File: src/rtl/ring_slot_arbiter_pkg.sv
// ring_arb_pkg: shared types and helpers for the ring slot arbiter.
//   arb_state_e      : arbiter FSM states (IDLE, GRANT, GAP)
//   hold_cnt_width() : width of a hold counter that reaches max_hold
//                      without wrapping
package ring_arb_pkg;

  typedef enum logic [1:0] {
    IDLE  = 2'd0,
    GRANT = 2'd1,
    GAP   = 2'd2
  } arb_state_e;

  // The counter must represent max_hold itself, so the width covers
  // max_hold + 1 distinct values (0..max_hold).
  function automatic int hold_cnt_width(input int max_hold);
    return $clog2(max_hold + 1);
  endfunction

endpackage

File: src/rtl/ring_slot_arbiter_if.sv
// ring_slot_arbiter_if: request/grant bundle between the requesting
// engines (master) and the arbiter (slave).
//   REQ     : per-requester request level
//   GNT     : registered one-hot grant, or all-zero
//   BUSY    : any GNT bit high
//   PTR     : one-hot priority pointer
//   PREEMPT : one-cycle pulse after a hold-limit revocation
//
// Handshake: REQ[i] is a level, not a pulse. A requester raises REQ[i]
// and keeps it high; it owns the resource on every cycle GNT[i] is high.
// Dropping REQ[i] while granted releases the resource (GNT falls after
// the next edge). GNT is never high for a requester whose REQ was low
// at the edge that produced it, and at most one GNT bit is ever high.
interface ring_slot_arbiter_if #(
  parameter int C_NUM_REQ = 4
) ();

  logic [C_NUM_REQ-1:0] REQ;
  logic [C_NUM_REQ-1:0] GNT;
  logic                 BUSY;
  logic [C_NUM_REQ-1:0] PTR;
  logic                 PREEMPT;

  modport master (
    output REQ,
    input  GNT,
    input  BUSY,
    input  PTR,
    input  PREEMPT
  );

  modport slave (
    input  REQ,
    output GNT,
    output BUSY,
    output PTR,
    output PREEMPT
  );

endinterface

File: src/rtl/ring_slot_arbiter_prio_pick.sv
// ring_prio_pick: combinational rotating-priority selector.
//   req_i   : request vector
//   ptr_i   : one-hot pointer; its bit has the highest priority, and
//             priority decreases upward with wrap-around
//   win_o   : one-hot winner (zero when no request)
//   valid_o : at least one request present
module ring_prio_pick #(
  parameter int C_NUM_REQ = 4
) (
  input  logic [C_NUM_REQ-1:0] req_i,
  input  logic [C_NUM_REQ-1:0] ptr_i,
  output logic [C_NUM_REQ-1:0] win_o,
  output logic                 valid_o
);

  logic [2*C_NUM_REQ-1:0] dbl_req;
  logic [2*C_NUM_REQ-1:0] dbl_ptr;
  logic [2*C_NUM_REQ-1:0] dbl_win;

  // Duplicating the request vector lays the wrapped-around requesters
  // above the pointer position. Subtracting the pointer borrows through
  // the zero bits from the pointer upward and clears the first set bit
  // at or above it; masking against the original isolates exactly that
  // bit. Bits below the pointer never see a borrow and drop out.
  assign dbl_req = {req_i, req_i};
  assign dbl_ptr = {{C_NUM_REQ{1'b0}}, ptr_i};
  assign dbl_win = dbl_req & ~(dbl_req - dbl_ptr);

  // Fold the upper copy back onto the requester indices.
  assign win_o   = dbl_win[C_NUM_REQ-1:0] | dbl_win[2*C_NUM_REQ-1:C_NUM_REQ];
  assign valid_o = |req_i;

endmodule

File: src/rtl/ring_slot_arbiter.sv
// ring_slot_arbiter: round-robin owner of one shared timing slot.
//   CK    : clock, rising edge
//   RST   : asynchronous active-high reset
//   bus   : slave side of ring_slot_arbiter_if (REQ in; GNT, BUSY, PTR,
//           PREEMPT out, all straight from flops)
//   STATE : current FSM state, for observation
// A grant lasts while the winner keeps REQ high, up to C_MAX_HOLD
// cycles, and is always followed by exactly one GAP cycle with GNT=0.
module ring_slot_arbiter
  import ring_arb_pkg::*;
#(
  parameter int C_NUM_REQ  = 4,
  parameter int C_MAX_HOLD = 8
) (
  input  logic                 CK,
  input  logic                 RST,
  ring_slot_arbiter_if.slave   bus,
  output arb_state_e           STATE
);

  localparam int HW = hold_cnt_width(C_MAX_HOLD);

  arb_state_e           state_q, state_d;
  logic [C_NUM_REQ-1:0] gnt_q, gnt_d;
  logic [C_NUM_REQ-1:0] ptr_q, ptr_d;
  logic [HW-1:0]        hold_q, hold_d;
  logic                 busy_q, busy_d;
  logic                 preempt_q, preempt_d;

  logic [C_NUM_REQ-1:0] win;
  logic                 win_valid;
  logic [C_NUM_REQ-1:0] ptr_after_gnt;
  logic                 holder_req;

  ring_prio_pick #(
    .C_NUM_REQ (C_NUM_REQ)
  ) u_pick (
    .req_i   (bus.REQ),
    .ptr_i   (ptr_q),
    .win_o   (win),
    .valid_o (win_valid)
  );

  // Next pointer is one position past the current holder, so rotating
  // the one-hot grant left by one gives it directly.
  assign ptr_after_gnt = {gnt_q[C_NUM_REQ-2:0], gnt_q[C_NUM_REQ-1]};
  assign holder_req    = |(bus.REQ & gnt_q);

  always_comb begin
    state_d   = state_q;
    gnt_d     = gnt_q;
    ptr_d     = ptr_q;
    hold_d    = hold_q;
    preempt_d = 1'b0;

    case (state_q)
      IDLE, GAP: begin
        if (win_valid) begin
          state_d = GRANT;
          gnt_d   = win;
          hold_d  = HW'(1);
        end else begin
          state_d = IDLE;
          gnt_d   = '0;
        end
      end

      GRANT: begin
        if (!holder_req) begin
          state_d = GAP;
          gnt_d   = '0;
          ptr_d   = ptr_after_gnt;
          hold_d  = '0;
        end else if (hold_q == HW'(C_MAX_HOLD)) begin
          state_d   = GAP;
          gnt_d     = '0;
          ptr_d     = ptr_after_gnt;
          hold_d    = '0;
          preempt_d = 1'b1;
        end else begin
          hold_d = hold_q + HW'(1);
        end
      end

      default: begin
        state_d = IDLE;
        gnt_d   = '0;
        hold_d  = '0;
      end
    endcase

    busy_d = |gnt_d;
  end

  always_ff @(posedge CK or posedge RST) begin
    if (RST) begin
      state_q   <= IDLE;
      gnt_q     <= '0;
      ptr_q     <= {{(C_NUM_REQ-1){1'b0}}, 1'b1};
      hold_q    <= '0;
      busy_q    <= 1'b0;
      preempt_q <= 1'b0;
    end else begin
      state_q   <= state_d;
      gnt_q     <= gnt_d;
      ptr_q     <= ptr_d;
      hold_q    <= hold_d;
      busy_q    <= busy_d;
      preempt_q <= preempt_d;
    end
  end

  assign bus.GNT     = gnt_q;
  assign bus.BUSY    = busy_q;
  assign bus.PTR     = ptr_q;
  assign bus.PREEMPT = preempt_q;
  assign STATE       = state_q;

endmodule

File: src/flat_wrapper.sv
// flat-port wrapper written by rule: the top's interface ports become plain ports
module ring_slot_arbiter_flat import ring_arb_pkg::*;
#(
  parameter int C_NUM_REQ  = 4,
  parameter int C_MAX_HOLD = 8
)
  (CK, RST, STATE, bus_REQ, bus_GNT, bus_BUSY, bus_PTR, bus_PREEMPT);
  ring_slot_arbiter_if #(.C_NUM_REQ(C_NUM_REQ)) bus_i ();
  input  logic CK;
  input  logic RST;
  output arb_state_e STATE;
  input wire logic [$bits(bus_i.REQ)-1:0] bus_REQ;
  output wire logic [$bits(bus_i.GNT)-1:0] bus_GNT;
  output wire logic [$bits(bus_i.BUSY)-1:0] bus_BUSY;
  output wire logic [$bits(bus_i.PTR)-1:0] bus_PTR;
  output wire logic [$bits(bus_i.PREEMPT)-1:0] bus_PREEMPT;
  assign bus_i.REQ = bus_REQ;
  assign bus_GNT = bus_i.GNT;
  assign bus_BUSY = bus_i.BUSY;
  assign bus_PTR = bus_i.PTR;
  assign bus_PREEMPT = bus_i.PREEMPT;
  ring_slot_arbiter #(.C_NUM_REQ(C_NUM_REQ), .C_MAX_HOLD(C_MAX_HOLD)) u_core (.CK(CK), .RST(RST), .bus(bus_i), .STATE(STATE));
endmodule
File: config.mk
export PLATFORM = sky130hd
export DESIGN_NAME = ring_slot_arbiter_flat
export DESIGN_NICKNAME = d
export VERILOG_FILES = /design/src/rtl/ring_slot_arbiter_pkg.sv /design/src/rtl/ring_slot_arbiter_if.sv /design/src/rtl/ring_slot_arbiter_prio_pick.sv /design/src/rtl/ring_slot_arbiter.sv /design/src/flat_wrapper.sv
export SDC_FILE = /design/constraint.sdc
export NUM_CORES = 1
export LEC_CHECK = 0
export ABC_AREA = 1
export CORE_MARGIN = 8
export CORE_UTILIZATION = 50
export DETAILED_ROUTE_END_ITERATION = 7
export HOLD_SLACK_MARGIN = 0.05
export PLACE_DENSITY = 0.83
export SETUP_SLACK_MARGIN = 0.2
export SYNTH_ARGS = -nofsm -noshare
export SYNTH_HDL_FRONTEND = slang
export SYNTH_HIERARCHICAL = 1
export SYNTH_SLANG_ARGS = --single-unit
File: constraint.sdc
create_clock -name CK -period 2.2 [get_ports CK]
set_input_delay 0.22 -clock CK [delete_from_list [all_inputs] [get_ports CK]]
set_output_delay 0.22 -clock CK [all_outputs]
set_load 0.02 [all_outputs]
==> metrics.sh <==
DETAIL_ROUTE.WL_PER_CELL_UM=12.15
INSERTED_DIODES=0
ROWS=16
CTS_RESIZED=0
MAX_CAP_VIOLATIONS=0
SYNTHMUXAREASHARE_PCT=0
ENDPOINT_KIND='flop'
WIRE_LENGTH_OF_THE_FIRST_GLOBAL_ROUTING_PASS_MM=3.767
SW_FRAC_OF_TOTAL_PCT=45.76
HTREE_LEVELS=1
SYNTH.LARGEST_AREA_CELL='sky130_fd_sc_hd__dfrtp_1'
VIA_PER_INST=4.922
CRITICAL_PATH_PEAK_FANOUT=4
CRIT_SLOWEST_CELL='sky130_fd_sc_hd__clkdlybuf4s50_1'
POST_DP_CELL_AREA_UM2=1239
NETLIST_AREA_UM2=1020
SYNTH.CELLS.MOST_FREQUENT='sky130_fd_sc_hd__nand2_1, sky130_fd_sc_hd__inv_1, sky130_fd_sc_hd__dfrtp_1, sky130_fd_sc_hd__nand3_1, sky130_fd_sc_hd__nor2_1'
ASYNC_RESET_FF_SHARE_PCT=100.0
CRIT_PATH_START_KIND='primary input'
MAX-SLEW-MARGIN-REL_PCT=61.16
GLOBALROUTE.TOTALOVERFLOW=0
CP_COMMON_CELL='sky130_fd_sc_hd__nand2_1'
CLK_TRANSITION_REPORTED_PATHS_NS=0.10
FLOW.AREA_GROWTH_FROM_SYNTHESIS_PCT=25.03
FP.DIEH_UM=61.16
WORST_IR_DROP_VDD_mV=0.8315
SYNTH-ADDER-AREA-SHARE_PCT=8.098
YOSYS.AREA_SHARE.XOR_XNOR_PCT=2.577
CLOCKBUFFERDEPTH=2
SEQUENTIAL_POWER_SHARE_PCT=32.1
TOTAL_NET_SWITCHING_POWER_W=0.0007019
PERIOD_MINUS_SLACK_NS=1.802
CLOCK-ROOT-BUFFER='sky130_fd_sc_hd__clkbuf_4'
NUM_VIAS=881
INITIAL_CORE_UTIL_PCT=52.51
MIN-DELAY-PATH-CLASS='primary input to async pin'
PLACE.DETAILED.HPWL_MM=1.758
WORST_SETUP_MARGIN_NS=0.3978
TRITONCTS='built'
AREA_OF_ALL_PLACED_CELLS_WITHOUT_FILLERS_UM2=1275
CORE_UM2=1942
GRT_SETUP_UNREPAIRED='no'
DESIGN.PORTCOUNT=18
FIRSTDRTPASSITERS=4
MAX_STAGE_DELAY_NS=0.54
MIN_PERIOD_OVER_PERIOD_PCT=81.92
NUMBER_OF_GLOBAL_ROUTE_VIAS_BEFORE_REPAIR=854
PLACE.PORT_BUFFERS=17
GRT_MAX_DEGREE=17
MAPPEDNETLISTNETS=141
POWER.DENSITY_nW_PER_UM2=1203
MAX_FREQ_GHz=0.5549
POWER.SHARE.CLOCK_PCT=12.5
POSTSYNTHAREAPERCELL_UM2=7.905
POSTSYNTHREGISTERBITS=16
SYNTH_EDF_COUNT=0
CLOCK_INSERTION_DELAY_WORST_SKEW_NS=0.28
PLACED_CELLS=175
DRT_ITER0_MARKERS=33
COMB_POWER_SHARE_PCT=55.4
YOSYSSEQAREASHARE_PCT=39.39
ROUTED_WIRELENGTH_MM=2.174
SYNTH_COMPOUND_GATE_AREA_SHARE_PCT=8.344
FIN_SETUP_TNS_NS=0
GR-USAGE-ALL-LAYERS_PCT=12.91
TIMING.CRITICAL_PATH.REQUIRED_NS=2.38
WORST_CASE_CLOCK_SKEW_NS=0.003609
CTS_HOLD_BUF=0
TIMING.SETUP.CRITICAL_PATH_CLASS='primary input to flop'
DETAIL_ROUTE.DRC_VIOLATIONS=0
FLOORPLAN.DIE_AREA_UM2=3741
LAYOUT-DRIVE-GT1-SHARE_PCT=15.79
GRT_ANTENNA_BEFORE_REPAIR=0
P_LEAK_nW=0.6243
POST_SYNTHESIS_SIMPLE_GATE_AREA_FRACTION_PCT=33.87
CRIT_FAMILY='buffers and inverters'
CP_CELL_SEQUENCE='clkdlybuf4s50_1 -> inv_2 -> nand2_2 -> inv_1 -> fa_1 -> o21ai_1 -> nor2_1 -> nand2_1 -> nand2_1 -> nand2_1 -> nand2_2 -> nor2_1 -> nand2_1'
MOST_USED_FLIP_FLOP_CELL_AFTER_SYNTHESIS='sky130_fd_sc_hd__dfrtp_1'
WORST_EP_ARRIVAL_TIME_NS=1.98
YOSYS.CELL_COUNT.TOP_TYPE='sky130_fd_sc_hd__nand2_1'
SETUP-VIOLATIONS-FINAL=0
NETLIST_TOP_CELLS_AREA='sky130_fd_sc_hd__dfrtp_1, sky130_fd_sc_hd__nand2_1, sky130_fd_sc_hd__inv_1, sky130_fd_sc_hd__ha_1, sky130_fd_sc_hd__nand3_1'
INTERNAL_POWER_W=0.0008320
INSTANCES_NO_FILL=179
MAIN_COMBINATIONAL_CELL_FAMILY_BY_AREA_AFTER_SYNTHESIS='simple AND/OR/NAND/NOR gates'
WORST_PIN_SLEW_NS=0.5819
CLOCK_SINKS=16
TIMING_HOLD_VIOLATIONS_FINAL=0
CTS_SETUP_BUFFERS=0
PRE_CTS_SLACK_NS=0.1275
YOSYS.CELL_TYPES.COUNT=24
DESIGN_POWER_TOTAL_W=0.001534
SHARE_OF_YOSYS_CELL_AREA_CLAIMED_BY_THE_TOP_AREA_CELL_TYPE_PCT=36.81
FINALWEIGHTEDCONGESTION=0.8664
DETAIL-ROUTE-ANTENNA-NETS=0
SYNTH_CELLS=129
OUTCOME='finished clean'
NUMBER_OF_SLEW_LIMIT_VIOLATIONS_IN_THE_FINAL_REPORT=0
CP_NUM_BUF_INV=3
DIE_WIDTH_UM=61.16
NET_TOTAL_IN_THE_FINAL_LAYOUT=165
YOSYS_WARNINGS=6
CTS_INSERTED_BUFFERS=3
-- path summary, 6_finish.rpt --
| kind | endpoint | depth (start not counted) | slack [ns] | from |
|---|---|---|---|---|
| setup / recovery | u_core/bus.BUSY | 13 | 0.40 | bus_REQ[0] |
| hold / removal | u_core/STATE[1] | 2 | 0.29 | RST |
| setup reg to reg | u_core/bus.BUSY | 11 | 0.55 | u_core/bus.PTR[0] |
| hold reg to reg | u_core/bus.PTR[0] | 2 | 0.52 | u_core/bus.PTR[0] |
| max in group asynchronous | u_core/bus.GNT[2] | 2 | 1.53 | RST |
| min in group CK | u_core/bus.PTR[0] | 2 | 0.52 | u_core/bus.PTR[0] |
-- per-layer routing --
layer / vias to the layer above / global-route usage (%) / part of all wire, %
met3: 2 / 3.967 / 6.3
met2: 21 / 21.04 / 47
met5: - / 0 / 0
met1: 409 / 16.89 / 46
li1: 449 / - / -
met4: 0 / 0.9967 / 0.51
-- sequential cells by signal, indices dropped and copies added (netlist names) --
name / count
u_core/bus.BUSY: 1
u_core/hold_q: 4
u_core/bus.PREEMPT: 1
u_core/bus.GNT: 4
u_core/bus.PTR: 4
u_core/STATE: 2
-- final cells by class --
type	instances	area [µm²]
repair buffers	19	185.2
multi-input cells	92	539.3
well taps	27	33.78
inverters	21	78.83
fillers	179	666.9
flip-flops and latches	16	401.6
clock buffers	4	36.28
-- cell families after synthesis --
group	count (synthesis)
xor+xnor	3
flops	16
buf+inv	21
simple gates	69
compound gates	14
fa+ha+maj	6
-- power groups by stage --
stage	clock network [W]	registers (W)	logic, W
3_3_place_gp	0	0.000497	0.000823
3_5_place_dp	0	0.000499	0.000849
5_1_grt	0.000211	0.000508	0.000944
2_1_floorplan	0	0.000579	0.000470
4_1_cts	0.000197	0.000495	0.000854
6_report	0.000192	0.000493	0.000849
-- layout by cell type (no fill, tap or decap) --
cell type | netlist | layout
sky130_fd_sc_hd__inv_2 | 3 | 3
sky130_fd_sc_hd__clkbuf_4 | 0 | 3
sky130_fd_sc_hd__nand3_4 | 1 | 1
sky130_fd_sc_hd__dfstp_2 | 1 | 1
sky130_fd_sc_hd__or3_1 | 1 | 1
sky130_fd_sc_hd__nor2_1 | 10 | 10
sky130_fd_sc_hd__clkdlybuf4s50_1 | 0 | 17
sky130_fd_sc_hd__nor3_1 | 1 | 1
sky130_fd_sc_hd__a21oi_1 | 3 | 3
sky130_fd_sc_hd__nand2_4 | 2 | 2
sky130_fd_sc_hd__buf_4 | 0 | 2
sky130_fd_sc_hd__o21ai_1 | 1 | 1
sky130_fd_sc_hd__nand3_1 | 11 | 11
sky130_fd_sc_hd__o21ai_0 | 6 | 6
sky130_fd_sc_hd__nor2_4 | 1 | 1
sky130_fd_sc_hd__dfrtp_1 | 15 | 15
sky130_fd_sc_hd__clkbuf_8 | 0 | 1
sky130_fd_sc_hd__nand2_2 | 4 | 4
sky130_fd_sc_hd__ha_1 | 5 | 5
sky130_fd_sc_hd__clkinv_1 | 1 | 1
sky130_fd_sc_hd__fa_1 | 1 | 1
sky130_fd_sc_hd__nor2_8 | 1 | 1
sky130_fd_sc_hd__and3_2 | 1 | 1
sky130_fd_sc_hd__or2_1 | 1 | 1
sky130_fd_sc_hd__nand2_1 | 35 | 35
sky130_fd_sc_hd__o21ai_2 | 4 | 4
sky130_fd_sc_hd__xor2_1 | 3 | 3
sky130_fd_sc_hd__inv_1 | 17 | 17
-- stage by stage --
step	utilization [%]	hold slack, ns
4_1_cts	65.66	0.3108
6_report	65.66	0.2885
5_1_grt	65.66	0.3473
2_1_floorplan	-	0.1330
3_3_place_gp	63.79	0.4947
3_5_place_dp	63.79	0.5007
Note: power is estimated with default switching activity, not from simulation.
